File: src/rtl/block_mem_pkg.sv
// block_mem_pkg: shared FSM states, port IDs and block sizing for block_mem_arbiter.
package block_mem_pkg;

    typedef logic [1:0] arb_state_t;

    localparam arb_state_t ST_IDLE  = 2'd0;
    localparam arb_state_t ST_PARK  = 2'd1;
    localparam arb_state_t ST_ISSUE = 2'd2;
    localparam arb_state_t ST_RESP  = 2'd3;

    localparam logic PORT_D = 1'b0;
    localparam logic PORT_I = 1'b1;

    function automatic int block_size(input int offset_width);
        return 1 << offset_width;
    endfunction

endpackage

File: src/rtl/block_arb_pick.sv
// block_arb_pick: two-way grant; prio selects which port wins a tie.
module block_arb_pick (
    input  logic [1:0] valid,
    input  logic       prio,
    output logic       gnt_any,
    output logic       gnt_id
);

    assign gnt_any = |valid;
    // port 1 wins when alone, or when both are valid and it holds priority
    assign gnt_id  = valid[1] & (~valid[0] | prio);

endmodule

File: src/rtl/block_mem_arbiter.sv
// block_mem_arbiter: serialises two block requesters onto the delayed memory.
// Define BLK_ARB_RR_EN for round-robin grant; fixed priority (port 0) otherwise.
module block_mem_arbiter
    import block_mem_pkg::*;
#(
    parameter int DATA_WIDTH         = 32,
    parameter int ADDR_WIDTH         = 10,
    parameter int BLOCK_OFFSET_WIDTH = 3
) (
    input  logic                                                 clk,
    input  logic                                                 rstn,
    input  logic                                                 req0_valid,
    output logic                                                 req0_ready,
    input  logic                                                 req0_we,
    input  logic [ADDR_WIDTH-1:0]                                req0_addr,
    input  logic [block_size(BLOCK_OFFSET_WIDTH)*DATA_WIDTH-1:0] req0_wdata,
    input  logic                                                 req1_valid,
    output logic                                                 req1_ready,
    input  logic                                                 req1_we,
    input  logic [ADDR_WIDTH-1:0]                                req1_addr,
    input  logic [block_size(BLOCK_OFFSET_WIDTH)*DATA_WIDTH-1:0] req1_wdata,
    output logic                                                 resp0_valid,
    output logic                                                 resp1_valid,
    output logic [block_size(BLOCK_OFFSET_WIDTH)*DATA_WIDTH-1:0] resp_rdata,
    output logic [ADDR_WIDTH-1:0]                                mem_addr,
    output logic                                                 mem_we,
    output logic [block_size(BLOCK_OFFSET_WIDTH)*DATA_WIDTH-1:0] mem_block_din,
    input  logic                                                 mem_block_valid,
    input  logic [block_size(BLOCK_OFFSET_WIDTH)*DATA_WIDTH-1:0] mem_block_dout
);

    localparam int BS = block_size(BLOCK_OFFSET_WIDTH);
    localparam int BW = BS * DATA_WIDTH;
    localparam logic [ADDR_WIDTH-1:0] OFS_MASK = ADDR_WIDTH'(BS - 1);
    localparam logic [ADDR_WIDTH-1:0] BS_A     = ADDR_WIDTH'(BS);

    arb_state_t            state_q, state_d;
    logic                  gnt_q, gnt_d;
    logic                  we_q, we_d;
    logic [ADDR_WIDTH-1:0] addr_q, addr_d;
    logic                  first_q, first_d;
    logic [ADDR_WIDTH-1:0] mem_addr_q, mem_addr_d;
    logic                  mem_we_q, mem_we_d;
    logic [BW-1:0]         mem_din_q, mem_din_d;
    logic                  resp0_q, resp0_d;
    logic                  resp1_q, resp1_d;
    logic [BW-1:0]         rdata_q, rdata_d;

    logic                  pick_any;
    logic                  pick_id;
    logic                  pick_prio;
    logic [ADDR_WIDTH-1:0] sel_aligned;

`ifdef BLK_ARB_RR_EN
    logic prio_q, prio_d;

    always_comb begin
        prio_d = prio_q;
        if (state_q == ST_IDLE && pick_any) prio_d = ~pick_id;
    end

    always_ff @(posedge clk or negedge rstn) begin
        if (!rstn) prio_q <= 1'b0;
        else       prio_q <= prio_d;
    end

    assign pick_prio = prio_q;
`else
    assign pick_prio = 1'b0;
`endif

    block_arb_pick u_pick (
        .valid   ({req1_valid, req0_valid}),
        .prio    (pick_prio),
        .gnt_any (pick_any),
        .gnt_id  (pick_id)
    );

    assign sel_aligned = (pick_id ? req1_addr : req0_addr) & ~OFS_MASK;

    assign req0_ready = (state_q == ST_IDLE) && pick_any && (pick_id == PORT_D);
    assign req1_ready = (state_q == ST_IDLE) && pick_any && (pick_id == PORT_I);

    always_comb begin
        state_d    = state_q;
        gnt_d      = gnt_q;
        we_d       = we_q;
        addr_d     = addr_q;
        first_d    = first_q;
        mem_addr_d = mem_addr_q;
        mem_we_d   = 1'b0;
        mem_din_d  = mem_din_q;
        resp0_d    = 1'b0;
        resp1_d    = 1'b0;
        rdata_d    = rdata_q;
        unique case (state_q)
            ST_IDLE: begin
                if (pick_any) begin
                    state_d    = ST_PARK;
                    gnt_d      = pick_id;
                    we_d       = pick_id ? req1_we : req0_we;
                    addr_d     = sel_aligned;
                    mem_din_d  = pick_id ? req1_wdata : req0_wdata;
                    // a neighbouring block forces an address change
                    mem_addr_d = sel_aligned ^ BS_A;
                end
            end
            ST_PARK: begin
                state_d    = ST_ISSUE;
                mem_addr_d = addr_q;
                mem_we_d   = we_q;
                first_d    = 1'b1;
            end
            ST_ISSUE: begin
                mem_we_d = we_q;
                first_d  = 1'b0;
                if (!first_q && mem_block_valid) begin
                    state_d  = ST_RESP;
                    mem_we_d = 1'b0;
                    resp0_d  = (gnt_q == PORT_D);
                    resp1_d  = (gnt_q == PORT_I);
                    if (!we_q) rdata_d = mem_block_dout;
                end
            end
            ST_RESP: state_d = ST_IDLE;
            default: state_d = ST_IDLE;
        endcase
    end

    always_ff @(posedge clk or negedge rstn) begin
        if (!rstn) begin
            state_q    <= ST_IDLE;
            gnt_q      <= PORT_D;
            we_q       <= 1'b0;
            addr_q     <= '0;
            first_q    <= 1'b0;
            mem_addr_q <= '0;
            mem_we_q   <= 1'b0;
            mem_din_q  <= '0;
            resp0_q    <= 1'b0;
            resp1_q    <= 1'b0;
            rdata_q    <= '0;
        end else begin
            state_q    <= state_d;
            gnt_q      <= gnt_d;
            we_q       <= we_d;
            addr_q     <= addr_d;
            first_q    <= first_d;
            mem_addr_q <= mem_addr_d;
            mem_we_q   <= mem_we_d;
            mem_din_q  <= mem_din_d;
            resp0_q    <= resp0_d;
            resp1_q    <= resp1_d;
            rdata_q    <= rdata_d;
        end
    end

    assign mem_addr      = mem_addr_q;
    assign mem_we        = mem_we_q;
    assign mem_block_din = mem_din_q;
    assign resp0_valid   = resp0_q;
    assign resp1_valid   = resp1_q;
    assign resp_rdata    = rdata_q;

endmodule

File: config.mk
export PLATFORM = sky130hd
export DESIGN_NAME = block_mem_arbiter
export DESIGN_NICKNAME = d
export VERILOG_FILES = /design/src/rtl/block_mem_pkg.sv /design/src/rtl/block_arb_pick.sv /design/src/rtl/block_mem_arbiter.sv
export SDC_FILE = /design/constraint.sdc
export NUM_CORES = 1
export LEC_CHECK = 0
export CAP_MARGIN = 20
export CORE_AREA = 8 8 508 510
export DETAILED_ROUTE_END_ITERATION = 8
export DIE_AREA = 0 0 516 518
export HOLD_SLACK_MARGIN = 0.15
export SLEW_MARGIN = 10
export SYNTH_ARGS = -nofsm -noshare
export SYNTH_HDL_FRONTEND = slang
export SYNTH_SLANG_ARGS = --single-unit
export TNS_END_PERCENT = 50
File: constraint.sdc
create_clock -name clk -period 3.78 [get_ports clk]
set_input_delay 0.756 -clock clk [delete_from_list [all_inputs] [get_ports clk]]
set_output_delay 0.756 -clock clk [all_outputs]
set_load 0.01 [all_outputs]
==> results by stage <==
Outcome:
- The run finished with clean final reports.

Final layout:
- At the end of the flow, the number of nets in the layout was 4,145.
- From synthesis to final layout, the design area changed by 79.34%.
- The fill cell instance count of the final layout is 27,720.
- The cell area after layout is 0.04375 mm2.
- The share of cells above drive strength 1 is 0.1209.

STA:
- The final max-slew violation count was 0.
- Setup repair after global routing left no endpoint under its margin.
- For the pin with the worst max-slew slack, the measured transition is 1055 ps.
- Measured against its own limit, the worst slew margin works out to 0.2969.
- In the finished design, the share of the clock period the worst path needs comes to 0.8628.
- The setup TNS is 0 ps.
- The minimum clock period after layout is 3261 ps.
- The maximum clock skew at final layout is 56.38 ps.
- The worst setup margin is 518.5 ps.
- The count of final hold-check violations is 0.
- For this run, the top clock speed supported by timing is 306.6 MHz.
- Setup violations remaining at the end of the flow were counted as 0.

Placed design:
- Timing analysis after detailed placement gives a worst setup slack of 713.3 ps.
- The count of buffers added on input and output ports is 1,312.
- After detailed placement, the total cell area comes to 0.04101 mm2.
- Summed over all nets, the half-perimeter wirelength after detailed placement is 161,500 um.
- The final weighted congestion of routability-driven global placement is 0.8882.

Yosys:
- The async set-or-reset flop fraction in the synthesized netlist is 1.000.
- Summed over all instances, the cell type with the most area after synthesis is sky130_fd_sc_hd__dfrtp_1.
- Yosys mapped the design onto 33 distinct sky130hd cell types.
- The cell count after synthesis came out at 2,122.
- In the post-synthesis netlist, the cell with the most instances is sky130_fd_sc_hd__dfrtp_1.
- For this run, the leading register cell type out of synthesis is sky130_fd_sc_hd__dfrtp_1.
- Ranked by total cell area, the synthesized netlist is headed by sky130_fd_sc_hd__dfrtp_1, sky130_fd_sc_hd__mux2_2, sky130_fd_sc_hd__nand3b_1.
- In the synthesized netlist, the cells that appear most often are sky130_fd_sc_hd__dfrtp_1, sky130_fd_sc_hd__o21ai_0, sky130_fd_sc_hd__a21oi_1.
- The Yosys step of the flow raised 0 warnings.
- The cell area after synthesis is 0.02439 mm2.
- Yosys mapped a number of flops with a built-in enable equal to 0.
- A synthesized cell averages 11.50 um2.
- The register bit total from synthesis is 534.
- The share of synthesized area in the top cell type comes to 0.5478.
- The share of the Yosys chip area taken by registers is 0.5478.

Global route:
- For this run, global-route usage on met2 was measured as 0.2278.
- For met1 alone, demand over resource in global routing was 0.1213.
- The initial antenna violation count is 263.
- For this run, global-route usage on met3 was measured as 0.1191.
- The all-layer global routing usage is 0.1360.
- The via count of the first global-routing pass is 24,540.
- After global routing the overflow that remains totals 0.
- The layer with the highest usage is met2.
- The first global-routing pass estimated 243,900 um of wire.
- Entering global routing, the biggest net connects 240 pins.

Die:
- 1,322 I/O pins were placed.
- Row generation in the floorplan step produced 184 rows.
- The area of the placeable core is 0.2500 mm2.
- The die covers 0.2673 mm2.
- The die is 516 um wide.
- The vertical die dimension is 518 um.
- The effective utilization at floorplan is 0.09757.

Setup path:
- The worst setup path is launched from a flip-flop.
- The worst setup path is of the reg -> out kind.
- The endpoint required time on the critical path is 3020 ps.
- The largest fanout on the critical path is 10.
- The data arrival time at the worst-slack endpoint is 2510 ps.
- The critical path endpoint category is an output port.

Clock tree:
- Clock latency on the worst-skew pair, taken at its later pin, is 740 ps.
- The clock transition at the register clock pins on the worst setup and hold paths after CTS is 50 ps.
- Counting along the longest clock path gives a buffer depth of 3.
- The number of buffers inserted by post-CTS setup repair is 0.
- TritonCTS built the clock tree.
- The H-tree generated during clock tree synthesis spans 3 levels.
- Once the clock tree was built, the resizer swapped 0 gates to a different size.
- The number of sinks driven by the clock tree is 534.
- The root buffer cell chosen for the clock tree is sky130_fd_sc_hd__clkbuf_16.
- TritonCTS created 74 clock buffers.

Flow run:
- The tool flagged a number of max-cap violations equal to 0.

Drt:
- The detail route stage leaves a number of antenna-violating nets equal to 0.
- The pre-antenna-repair detailed-routing pass consisted of 6 iterations.
- Detailed routing inserted a total of 24,580 vias.
- The final layout contains routed wiring with a total length of 192,200 um.
- The post-detailed-route via-to-cell ratio is 3.611.
- After detailed routing, the average wire length per cell comes to 28.24 um.
- The detailed router finished its first iteration with 1,652 violations.
- The remaining routing DRC violations is 0.

Power and ir drop:
- The worst-case IR drop observed on VDD is 0.0004502 V.
- The analysis attributes to cell leakage a power of 0.01597 uW.
- In this run the power density over the cells is 788.3 mW/mm2.

Hold path:
- The worst hold-check path type is reg -> reg.
==> through the flow <==
step	std cells	hold slack, ps	utilization	total power (uW)
after floorplan	2124	426.1	-	17150
after global placement	6618	471.9	0.1640	27000
after detailed placement	6618	477.7	0.1640	27280
after CTS	6756	440.6	0.1745	35170
after global routing	6766	500.1	0.1746	36350
final	6807	484.1	0.1750	34490
==> report_power, final <==
group	internal [uW]	total, uW	leakage [uW]	switching, uW
clock	4370	7540	0.00127	3170
sequential	8620	10600	0.00645	1950
combinational	8330	16400	0.00824	8040
total	21300	34500	0.0160	13200
==> registers in the layout (all words and copies together) (netlist names) <==
register,flops
mem_block_din,256
resp_rdata,256
addr_q,7
mem_addr,7
state_q,2
first_q,1
gnt_q,1
mem_we,1
resp0_valid,1
resp1_valid,1
we_q,1
==> logic make-up after synthesis <==
family / share of synthesized area
compound gates: 0.1832
fa+ha+maj: 0.001539
buf+inv: 0.05924
flops: 0.5478
mux: 0.1186
other cells: 0.0001537
simple gates: 0.08950
==> per-layer routing <==
metal | wire length, um | part of all wire
met1 | 60940 | 0.32
met2 | 88910 | 0.46
met3 | 34400 | 0.18
met4 | 6502 | 0.034
met5 | 1481 | 0.0077
==> critical path, stage by stage (launching register included) <==
cell,delay (ps)
sky130_fd_sc_hd__dfrtp_1,390
sky130_fd_sc_hd__inv_1,130
sky130_fd_sc_hd__ha_4,370
sky130_fd_sc_hd__and3_1,280
sky130_fd_sc_hd__clkdlybuf4s50_1,630
==> what timing repair did <==
action                                  in CTS  in global routing
hold endpoints to repair                    59                  0
hold buffers                                 1                  0
endpoints found under the setup margin       0                  0
==> placed cells by master, fill, tap and decap left out, drive strengths merged, types with 7 or more instances in the layout <==
cell type      Yosys  final
clkdlybuf4s50      0   1309
dfrtp            534    534
o21ai            270    270
a21oi            268    268
nand3b           265    265
o22ai            264    264
mux2             257    257
clkbuf            82    102
diode              0     51
buf              129     48
clkinv             0     19
inv                5     14
nor2               8      8
and3b              7      7
a211oi             7      7
==> worst paths after layout <==
check	startpoint	cells past startpoint	endpoint	slack, ps
setup / recovery	state_q[0]	4	req1_ready	520
max in group asynchronous	rstn	4	resp_rdata[159]	2090
min in group asynchronous	rstn	2	mem_block_din[72]	620
setup reg to reg	state_q[0]	6	mem_block_din[108]	1350
hold / removal	resp_rdata[21]	1	resp_rdata[21]	480
hold reg to reg	resp_rdata[21]	1	resp_rdata[21]	480
==> layout make-up <==
cell class | instances | area, um2 | share of cell area
clock buffer | 102 | 2087 | 0.04770
timing repair buffer | 1358 | 13830 | 0.3160
multi-input combinational | 1374 | 9614 | 0.2198
antenna | 51 | 127.6 | 0.002917
tap | 3348 | 4189 | 0.09575
sequential | 534 | 13360 | 0.3054
clock inverter | 35 | 516.7 | 0.01181
inverter | 5 | 26.28 | 0.0006006
Power figures use the tool's default switching activity.
